--- config.mk ---
export PLATFORM = sky130hd
export DESIGN_NAME = sat_counter
export DESIGN_NICKNAME = d
export VERILOG_FILES = /design/src/rtl/sat_counter.sv
export SDC_FILE = /design/constraint.sdc
export NUM_CORES = 1
export LEC_CHECK = 0
export ABC_AREA = 1
export CORE_UTILIZATION = 45
export CTS_BUF_LIST = sky130_fd_sc_hd__clkbuf_8
export DETAILED_ROUTE_END_ITERATION = 7
export GPL_TIMING_DRIVEN = 0
export HOLD_SLACK_MARGIN = 0.02
export PLACE_DENSITY_LB_ADDON = 0.05
export REMOVE_ABC_BUFFERS = 1
export SYNTH_ARGS = -nofsm -noshare
export SYNTH_HDL_FRONTEND = slang
export SYNTH_SLANG_ARGS = --single-unit
--- constraint.sdc ---
create_clock -name clk -period 1.96 [get_ports clk]
set_clock_uncertainty 0.05 [all_clocks]
set_input_delay 0.196 -clock clk [delete_from_list [all_inputs] [get_ports clk]]
set_output_delay 0.196 -clock clk [all_outputs]
set_load 0.005 [all_outputs]
--- src/rtl/sat_counter.sv ---
// Saturating up-counter.
// - clk, rst : clock, async active-high reset
// - inc      : add one this edge (ignored once at all-ones)
// - cnt      : current count
module sat_counter #(
  parameter int CW = 16
) (
  input  logic          clk,
  input  logic          rst,
  input  logic          inc,
  output logic [CW-1:0] cnt
);

  logic [CW-1:0] cnt_q, cnt_d;

  always_comb begin
    cnt_d = cnt_q;
    if (inc && (cnt_q != {CW{1'b1}})) cnt_d = cnt_q + 1'b1;
  end

  always_ff @(posedge clk or posedge rst) begin
    if (rst) cnt_q <= '0;
    else     cnt_q <= cnt_d;
  end

  assign cnt = cnt_q;

endmodule

### After elaboration in Yosys (flattened, before gate mapping)

Index checks and enable logic that the tools add are counted.
Widths: inputs -> output; s select.

* flip-flop bits (word level): 16
* output and inout port bits: 16
* word-level logic and storage cells: 4

* add/subtract/negate cells: 1
* eq/ne operators: 1
* reductions and logical operators: 1

Operator list (number)
* $add 16x1->16 const B: 1
* $ne 16x16->1 const B: 1
* $logic_and 1x1->1: 1

### Depth between registers and ports, before layout

* depth after elaboration: 2
* mapped depth: 9
* mapped depth without buffers: 8

### Worst setup path after synthesis

Ideal clock, no wire load.

* path type: reg-to-reg
* start point: register cnt_q[0], in the netlist cnt[0]
* end point: register cnt_q[15], in the netlist cnt[15]
* setup time: 116 ps
* data arrival time: 1369 ps
* path slack: 425 ps
* stages on the path, launching flop included: 10
* buffers on the path: 1
* clock period less this slack: 1535 ps
* path through: dfrtp_1 > ha_1 > inv_2 > nor2_4 > nand2_2 > nor2_4 > nor2_4 > buf_8 > nand2_1 > nand2_1

* longest elaborated chain between the ends: 2

Ends and longest elaborated chain
* start, declared: line 14 `logic [CW-1:0] cnt_q, cnt_d;`
* start signal, assigned: line 23 `else cnt_q <= cnt_d;`
* parallel branches: the longest is 2 deep, another holds $add 16x1->16

Several ways; the timed one is not identified.
A chain may end at the register's enable or synchronous reset.

### Worst setup path after layout

* start point: register cnt_q[0], in the netlist cnt[0]
* end point: register cnt_q[7], in the netlist cnt[7]

Same word-level chain as after synthesis.

==> out/metrics.yaml <==
ys_ff_latch: 16
outcome: "completed"
cts_repair_resize_count: 0
grt_max_degree: 17
finalCritPeriodShare_pct: 89.6
overall_global_routing_usage_pct: 19.5
nNetsFinal: 176
critical_path.startpoint_type: "register"
fmax_mhz: 570
critical_path.slowest_cell: "dfrtp_1"
critical_path.endpoint_type: "register"
synth_cells: 150
grt_pass1_wl_um: 3640
area_delta_synth_final_pct: 23.9
power.static_leakage_nw: 0.562
floorplan.initialDensity_pct: 47.9
sink_count_of_the_clock_tree: 16
tightestPinTransition_ns: 0.648
drc_violation_count_after_routing: 0
slowest_delay_ns: 0.47
chipHeight_um: 50.8
finalSetupViolations: 0
die_area_mm2: 0.00258
finalCriticalPeriod_ns: 1.76
finalMaxSlewViolations: 0
yosys.cell_types.count: 17
powerDensity_mw_per_mm2: 859
criticalPathCategory: "register to register"
clock_latency_ns: 0.25
post-cts-setup-buffer-count: 0
layout.cells.most_common: "nand2_1"
worstHoldPathType: "input port to async pin"
number_of_antenna_cells_inserted: 0
finalWirelength_um: 2280
area_of_the_placeable_core_mm2: 0.00223
cpMostUsedCell: "nor2_4"
wp_data_required_ns: 2.10
tritoncts: "built"
critical_path_arrival_ns: 1.89
rsz0062_at_grt: "no"
drt-pass1-iter-count: 4
gr-total-overflow: 0
floorplan.io_pins: 19
synth_sequential_area_ratio_pct: 37.4
vias_in_the_first_global_route: 841
mostFrequentLayoutCells: "nand2_1, clkdlybuf4s50_1, dfrtp_1, inv_1, nor2_1"
flip_flop_count_of_the_largest_register_after_layout: 16
met3_usage_pct: 3.64
timing.max_slew.rel_slack_pct: 56.7
post_synthesis_instance_area_mm2: 0.00107
fill_cells: 219
place.port_buffers: 18
global_route.usage.met1_pct: 22.4
drc_violation_total_after_the_first_tritonroute_iteration: 22
postRouteAntennaNets: 0
hpwl_um: 1650
yosys_warnings: 0
grt.met2_usage_pct: 34.9
detail_route.vias_per_cell: 4.93
fin_tns_setup_ns: 0
r2r_slack_ns: 0.20
routed_wire_length_per_instance_um: 11.5
vdd.ir_drop.worst_mv: 0.525
cts_max_path_buffers: 2
cts_buffers: 3
path_cells: "ha_1 -> inv_2 -> nor2_4 -> nand2_2 -> nor2_4 -> nor2_4 -> nand2_1 -> o21ai_2"
die-width_um: 50.8
post_cts_hold_buffer_count: 0
rows: 17
htreeDepth: 1
root_buffer: "clkbuf_8"
report.final.hold_viol_count: 0
layout-drive-gt1-share_pct: 14.6
worst-path-max-fanout: 16
multi_input_area_um2: 594
finalCoreUtilization_pct: 59.3
max_cap_violations: 0
path_clk_slew_ns: 0.07
sequential_cell_area_um2: 400
syn-mean-instance-area_um2: 7.13
gr-max-usage-layer: "met2"
via_count: 981
gp_congestion: 0.806
grt_antenna_before_repair: 0
[layer usage]
| layer | part of all wire (%) | vias up | wire, um |
|---|---|---|---|
| li1 | - | 511 | - |
| met1 | 46 | 448 | 1060 |
| met2 | 50 | 17 | 1140 |
| met3 | 2.4 | 5 | 54 |
| met4 | 1.4 | 0 | 31 |
| met5 | 0 | - | 0 |
[cell usage after synthesis, drive strengths merged]
cell type	instances	area [um2]
nand2	64	255
nor2	22	128
dfrtp	16	400
inv	16	60.1
o21ai	10	72.6
nand3	9	45.0
nand4	5	31.3
nand3b	2	15.0
xnor2	2	17.5
xor2	2	17.5
buf	1	15.0
ha	1	12.5
[critical path: cells and delay by family (launching register included)]
kind	cells	cell delay, ns
compound gates	1	0.08
simple gates	5	0.68
fa+ha+maj	1	0.31
flops	1	0.47
buf+inv	1	0.09
[kinds of logic after synthesis]
group                    count (synthesis)  synth area share, %
AND/OR/NAND/NOR                        102                 44.3
buffers and inverters                   17                 7.02
flip-flops                              16                 37.4
AO/OA/AOI/OAI                           10                 6.78
XOR/XNOR                                 4                 3.28
adder cells (fa/ha/maj)                  1                 1.17
[final timing paths]
check	start	to	cells after the start
setup / recovery	cnt[0]$_DFFE_PP0P_	cnt[7]$_DFFE_PP0P_	8
hold / removal	rst	cnt[11]$_DFFE_PP0P_	2
setup reg to reg	cnt[0]$_DFFE_PP0P_	cnt[7]$_DFFE_PP0P_	8
hold reg to reg	cnt[1]$_DFFE_PP0P_	cnt[1]$_DFFE_PP0P_	2
max in group asynchronous	rst	cnt[14]$_DFFE_PP0P_	2
min in group clk	cnt[1]$_DFFE_PP0P_	cnt[1]$_DFFE_PP0P_	2
[where the power goes]
group / internal [mW] / leakage (nW) / switching, mW
Clock: 0.179 / 0.0288 / 0.127
Sequential: 0.390 / 0.208 / 0.0903
Combinational: 0.187 / 0.325 / 0.166
Total: 0.755 / 0.562 / 0.383
[stage by stage]
step / instance area, um2 / setup slack [ns] / std cells / hold slack (ns) / power (mW)
floorplan: 1050 / 0.419 / 149 / 0.0597 / 0.669
global placement: 1270 / 0.250 / 195 / 0.453 / 0.831
detailed placement: 1270 / 0.230 / 195 / 0.462 / 0.839
CTS: 1330 / 0.215 / 199 / 0.307 / 1.15
global route: 1330 / 0.0688 / 199 / 0.352 / 1.21
finish: 1330 / 0.204 / 199 / 0.276 / 1.14
[cell type report]
cell class | instances | area share, %
Multi-Input combinational cell | 117 | 44.9
Clock buffer | 4 | 4.15
Tap cell | 28 | 2.64
Sequential cell | 16 | 30.2
Inverter | 16 | 4.53
Timing Repair Buffer | 18 | 13.6
No activity file was read; power rests on OpenSTA's default activity.
